**config.mk**
```make
export PLATFORM = sky130hd
export DESIGN_NAME = timer_block
export DESIGN_NICKNAME = d
export VERILOG_FILES = /design/src/rtl/timer_block.sv
export SDC_FILE = /design/constraint.sdc
export NUM_CORES = 1
export LEC_CHECK = 0
export ABC_CLOCK_PERIOD_IN_PS = 5000
export CAP_MARGIN = 10
export CELL_PAD_IN_SITES_DETAIL_PLACEMENT = 1
export CELL_PAD_IN_SITES_GLOBAL_PLACEMENT = 1
export CORE_MARGIN = 4
export CORE_UTILIZATION = 41
export DETAILED_ROUTE_END_ITERATION = 7
export PLACE_DENSITY = 0.88
export SYNTH_ARGS = -nofsm -noshare
export SYNTH_HDL_FRONTEND = slang
export SYNTH_SLANG_ARGS = --single-unit
```
**constraint.sdc**
```tcl
create_clock -name clk -period 5 [get_ports clk]
set_clock_uncertainty 0.1 [all_clocks]
set_input_delay 1 -clock clk [delete_from_list [all_inputs] [get_ports clk]]
set_output_delay 1 -clock clk [all_outputs]
set_load 0.02 [all_outputs]
```
**src/rtl/timer_block.sv**
```systemverilog
// Programmable timer driven by the peripheral register file: one-shot or auto-reload
// counting with a clock prescaler, status/count readback and a one-cycle terminal pulse.
module timer_block #(
    parameter int unsigned PRESCALE = 1
) (
    input  logic        clk,
    input  logic        reset,
    input  logic        rf_trig_start,
    input  logic        rf_trig_halt,
    input  logic        rf_mode,
    input  logic [31:0] rf_termcount,
    output logic        ro_status,
    output logic [31:0] ro_currcount,
    output logic        tc_pulse
);

    typedef enum logic {
        S_IDLE = 1'b0,
        S_RUN  = 1'b1
    } state_t;

    localparam logic [15:0] PRESC_LAST = 16'(PRESCALE - 1);

    state_t      r_state, w_state_nxt;
    logic [31:0] r_count, w_count_nxt;
    logic [15:0] r_presc, w_presc_nxt;
    logic        r_tc, w_tc_nxt;
    logic        r_status;
    logic        r_start_q, r_halt_q;
    logic        w_start_edge, w_halt_edge, w_tick;

    assign w_start_edge = rf_trig_start & ~r_start_q;
    assign w_halt_edge  = rf_trig_halt  & ~r_halt_q;
    assign w_tick       = (r_state == S_RUN) && (r_presc == PRESC_LAST);

    // NOTE: every register here is updated with <= so all flops sample the same
    // pre-edge values; blocking assignments would make the result order-dependent.
    always_ff @(posedge clk) begin
        if (reset) begin
            r_state   <= S_IDLE;
            r_count   <= 32'd0;
            r_presc   <= 16'd0;
            r_tc      <= 1'b0;
            r_status  <= 1'b0;
            r_start_q <= 1'b0;
            r_halt_q  <= 1'b0;
        end else begin
            r_state   <= w_state_nxt;
            r_count   <= w_count_nxt;
            r_presc   <= w_presc_nxt;
            r_tc      <= w_tc_nxt;
            r_status  <= (w_state_nxt == S_RUN);
            r_start_q <= rf_trig_start;
            r_halt_q  <= rf_trig_halt;
        end
    end

    // NOTE: each signal is given its hold value first so no path through the case
    // leaves it unassigned, which would otherwise infer a latch.
    always_comb begin
        w_state_nxt = r_state;
        w_count_nxt = r_count;
        w_presc_nxt = r_presc;
        w_tc_nxt    = 1'b0;

        case (r_state)
            S_IDLE: begin
                // A coincident halt edge suppresses the start.
                if (w_start_edge && !w_halt_edge) begin
                    w_state_nxt = S_RUN;
                    w_count_nxt = 32'd0;
                    w_presc_nxt = 16'd0;
                end
            end
            S_RUN: begin
                if (w_halt_edge) begin
                    w_state_nxt = S_IDLE;
                end else if (w_start_edge) begin
                    w_count_nxt = 32'd0;
                    w_presc_nxt = 16'd0;
                end else begin
                    w_presc_nxt = w_tick ? 16'd0 : r_presc + 16'd1;
                    if (w_tick) begin
                        // >= rather than == so a lowered terminal value still ends the period.
                        if (r_count >= rf_termcount) begin
                            w_tc_nxt = 1'b1;
                            if (rf_mode) begin
                                w_count_nxt = 32'd0;
                            end else begin
                                w_state_nxt = S_IDLE;
                            end
                        end else begin
                            w_count_nxt = r_count + 32'd1;
                        end
                    end
                end
            end
            default: w_state_nxt = S_IDLE;
        endcase
    end

    assign ro_status    = r_status;
    assign ro_currcount = r_count;
    assign tc_pulse     = r_tc;

endmodule

```
Word-level counts from Yosys, hierarchy flattened

Index checks and enable logic that the tools add are counted.

Order comparisons: 1
Bitwise logic cells: 6
Equal/unequal tests: 4
Muxes and demuxes: 20
Add/subtract/negate cells: 2
Reductions and logical operators: 7

Operators with widths:

| cell                                                                    | number |
|---|---|
| 32-bit two-way mux                                                      | 6 |
| 16-bit two-way mux                                                      | 4 |
| 32-bit case mux with 2 select lines                                     | 1 |
| 32-bit by 1-bit adder with 32-bit output, second input constant         | 1 |
| 32-bit greater-or-equal comparator                                      | 1 |
| 16-bit case mux with 2 select lines                                     | 1 |
| 16-bit by 1-bit adder with 16-bit output, second input constant         | 1 |
| 16-bit zero test                                                        | 1 |
| 1-bit two-way mux                                                       | 7 |
| 5-bit OR reduction                                                      | 1 |
| 2-bit inequality test, second input constant                            | 2 |
| 4-bit inequality test, second input constant                            | 1 |
| 1-bit inverter                                                          | 4 |
| 4-bit AND reduction                                                     | 1 |
| 3-bit by 1-bit inequality test with 1-bit output, second input constant | 1 |
| 1-bit AND                                                               | 2 |
| 1-bit logical AND                                                       | 2 |
| 1-bit case mux with 2 select lines                                      | 1 |
| 2-bit AND reduction                                                     | 1 |
| 1-bit zero test                                                         | 1 |

Flip-flop bits (word level): 52
Output and inout port bits: 34
Logic and storage cells: 46
Input port bits: 37

Logic depth before layout (Yosys ltp)

Word-level depth: 6
Depth in mapped cells: 11
Gate-level depth less buffers: 9

Least setup slack after synthesis

No wires, ideal clock.

Kind: in2reg
From: input port rf_termcount[14]
To: register r_count[13], in the netlist ro_currcount[13]
Path buffers: 1
Stages on the path: 10
Data arrival time: 2,929 ps
Slack: 1,854 ps
Setup time: 117 ps
Required time: 4,783 ps
Path through: inv_1 -> ha_1 -> nand4_1 -> or4_1 -> o32ai_2 -> o31a_1 -> buf_6 -> nor2_8 -> a21o_1 -> a32o_1

Word-level cells in the longest chain between the ends: 6
Elaborated cells between the ends (all ways): 8
Those cells by class: 1 x order compare; 1 x eq/ne; 5 x mux; 1 x reduce/logical

Ends and longest elaborated chain:

| item                                   | line | source |
|---|---|---|
| start: declaration                     | 11   | `input logic [31:0] rf_termcount,` |
| 32-bit greater-or-equal comparator (*) | 85   | `if (r_count >= rf_termcount) begin` |
| 32-bit two-way mux                     | 85   |  |
| 32-bit two-way mux                     | 83   | `if (w_tick) begin` |
| 32-bit two-way mux                     | 78   | `end else if (w_start_edge) begin` |
| 32-bit two-way mux                     | 76   | `if (w_halt_edge) begin` |
| 32-bit case mux with 2 select lines    | 66   | `case (r_state)` |
| end signal: assignment                 | 49   | `r_count <= w_count_nxt;` |
| end: declaration                       | 25   | `logic [31:0] r_count, w_count_nxt;` |

Mark *: on every way between the ends. The rest lies on a longest branch, timed or not. The select of a mux whose other input is x is not followed.
A chain may end at the register's enable or synchronous reset.

Worst setup path in the final report

From: input port rf_termcount[25]
To: register r_count[23], in the netlist ro_currcount[23]

Same word-level chain as after synthesis.

==> results.yml <==
job:
  cap_violations: 0
synth:
  synth_compound_area_share_pct: 19.3
  synth-edff-count: 0
  synth_seq_cells: 52
  syn_area_sq_um: 3620
  syn-num-nets: 527
  ys_dominant_reg_cell: "dfxtp_1"
  synth_top_family_by_area: "simple AND/OR/NAND/NOR gates"
  avgSynthCellArea_sq_um: 7.95
  yosys.area_share.simple_pct: 28.5
  yosysTopAreaCell: "dfxtp_1"
  synth_top_area_share_pct: 28.8
  synth.mux.area_fraction_pct: 0.277
  synth.distinct_cells: 59
  seq_area_frac_synth_pct: 28.8
  synth-xor-area-share_pct: 2.91
  synth_area_leaders: "dfxtp_1, ha_1, inv_1, a21oi_1, nand3_1"
  async_flop_share_pct: 0
  synthCells: 455
  yosysWarnings: 0
  yosys.area_share.adder_pct: 12.1
routing:
  drc: 0
  vias_per_cell: 5.85
  vias: 3673
  first_pass_iters: 4
  drt_iter0_drc: 138
  routed_wl_mm: 11.2
  antenna_left: 0
  wl_per_cell_um: 17.8
sta:
  slew_headroom_pct: 34.6
  period_needed_ns: 3.96
  hold_viol: 0
  rsz0062_at_grt: "false"
  report.final.slew_viol_count: 0
  tns_ns: 0
  setup_violations: 0
  period_share_pct: 79.2
  hold_ws_ns: 0.450
  worst_pin_slew_ns: 0.977
  fmax_mhz: 253
worst_hold_path:
  hold_class: "flip-flop to flip-flop"
critical_path:
  required_ns: 5.11
  start_kind: "input pin"
  path_max_fanout: 18
  critical_path_class: "input pin to flip-flop"
  worstSetupEndpointType: "flip-flop"
  cpMaxStageDelayCell: "a221oi_1"
  cpPeakStageDelay_ns: 0.63
  arrival_ns: 4.07
  crit_chain: "clkdlybuf4s50_1 > inv_1 > ha_1 > a21oi_1 > o21ai_1 > a221oi_1 > o211ai_4 > nor2_8 > nand2_2 > o41ai_1"
global_routing:
  grt_pass1_vias: 3770
  grt-ovfl-total: 0
  grt_first_pass_wirelength_mm: 18.7
  antenna_found_initial: 0
  grt_usage_pct: 22.1
  grt_max_degree: 26
cts:
  cts_hold_buf: 0
  numClockSinks: 52
  numCtsBuffers: 5
  path_clk_slew_ns: 0.10
  post_cts_resized: 0
  post_cts_buffers: 0
  h-tree-depth: 2
  clockBufferDepth: 2
  cts-root-buf: "clkbuf_8"
  clk_latency_ns: 0.31
  tritoncts: "yes"
die:
  rows: 34
  ios: 71
  coreArea_sq_um: 8640
  start_util_pct: 41.9
  fp.dieH_um: 102
  die_w_um: 102
  die_area_sq_um: 10400
place:
  dp_cells: 620
  gp_congestion: 0.841
  io_buffers: 70
  dp_hpwl_mm: 8.36
finish:
  drive_above_1_share_pct: 5.38
  instances_no_fill: 628
  layout.nets: 591
  multi_input_area_sq_um: 2280
  n_fill_cell: 1068
  num_antenna_cells: 0
  area_growth_pct: 23.5
  register_area_sq_um: 1040
pwr:
  powerDensity_nw_per_um2: 175
  leakagePower_uw: 0.00176
  ir_drop_v: 0.000122
status:
  status: "finished clean"
==> layout make-up <==
| class | count | share of cell area, % |
|---|---|---|
| multi-input cells | 337 | 51.1 |
| flip-flops and latches | 52 | 23.3 |
| repair buffers | 75 | 16.5 |
| inverters | 48 | 4.03 |
| well taps | 108 | 3.02 |
| clock buffers | 6 | 1.85 |
| clock inverters | 2 | 0.224 |
==> cells in the mapped netlist (3+ instances only) <==
cell type / count
dfxtp_1: 52
inv_1: 47
nor2_1: 38
nand2_1: 37
ha_1: 35
a21oi_1: 31
nand3_1: 31
nor3_1: 24
nand4_1: 14
o32ai_1: 10
and3_1: 9
clkbuf_1: 9
o21ai_0: 8
or3_1: 8
xor2_1: 8
a21o_1: 7
nor4_1: 7
o211ai_1: 7
buf_6: 6
and4_1: 5
nor2b_1: 5
a32o_1: 4
o41ai_1: 4
xnor2_1: 4
nand2b_1: 3
==> where the power goes <==
part	switching, uW	total (uW)	internal [uW]	leakage, uW
clock network	147	258	111	0.0000510
registers	0.981	416	415	0.000419
logic	58.3	107	49.1	0.00129
total	206	781	575	0.00176
==> final timing paths <==
| check | from | to | slack [ns] | cells past startpoint |
|---|---|---|---|---|
| worst max-delay path | rf_termcount[25] | ro_currcount[23]$_SDFFE_PP0P_ | 1.04 | 10 |
| worst min-delay path | r_presc[14]$_SDFFE_PP0P_ | r_presc[14]$_SDFFE_PP0P_ | 0.45 | 2 |
| worst max register to register | ro_currcount[25]$_SDFFE_PP0P_ | ro_currcount[23]$_SDFFE_PP0P_ | 1.71 | 8 |
| worst min register to register | r_presc[14]$_SDFFE_PP0P_ | r_presc[14]$_SDFFE_PP0P_ | 0.45 | 2 |
==> cell usage in the layout (no fill, tap or decap), types with 6 or more instances in the layout <==
master,netlist,routed
a21o_1,7,7
nand3_1,31,31
o21ai_0,8,8
clkdlybuf4s50_1,0,70
xor2_1,8,8
and3_1,9,9
inv_1,47,47
nor3_1,24,24
clkbuf_8,0,6
o32ai_1,10,10
ha_1,35,35
nor4_1,7,7
nor2_1,38,38
or3_1,8,8
a21oi_1,31,31
dfxtp_1,52,52
o211ai_1,7,7
nand4_1,14,14
nand2_1,37,37
==> per-layer routing <==
metal | up-vias | routed length (um) | global-route usage [%]
met3 | 12 | 554 | 2.87
li1 | 1785 | - | -
met5 | - | 0 | 0
met2 | 95 | 5470 | 39.5
met4 | 0 | 138 | 4.34
met1 | 1781 | 5000 | 28.7
==> sequential cells by signal (all words and copies together), names as in the netlist <==
| register | count |
|---|---|
| r_halt_q | 1 |
| r_presc | 16 |
| r_start_q | 1 |
| ro_currcount | 32 |
| ro_status | 1 |
| tc_pulse | 1 |
==> through the flow <==
step	util, %	instance area (sq um)	worst slack [ns]	power (uW)
detailed placement	50.7	4380	0.760	533
CTS	51.7	4470	1.06	781
finish	51.7	4470	1.04	781
floorplan	-	3620	1.85	488
global placement	50.7	4380	0.853	528
global route	51.7	4470	0.752	808
==> cell families (layout without fill, tap and decap cells) <==
group,Yosys count,after routing
buffers and inverters,66,131
AOI/OAI and AO/OA,93,93
DFF,52,52
xor gates and xnor gates,12,12
muxes,1,1
and+or+nand+nor,196,196
adders and majority gates,35,35
==> worst max-delay path: cells and delay by family <==
kind                       cells  cell delay (ns)
and+or+nand+nor                2             0.63
adders and majority gates      1             0.30
AOI/OAI and AO/OA              5             1.63
buffers and inverters          2             0.49
(Power assumes the default switching activity.)
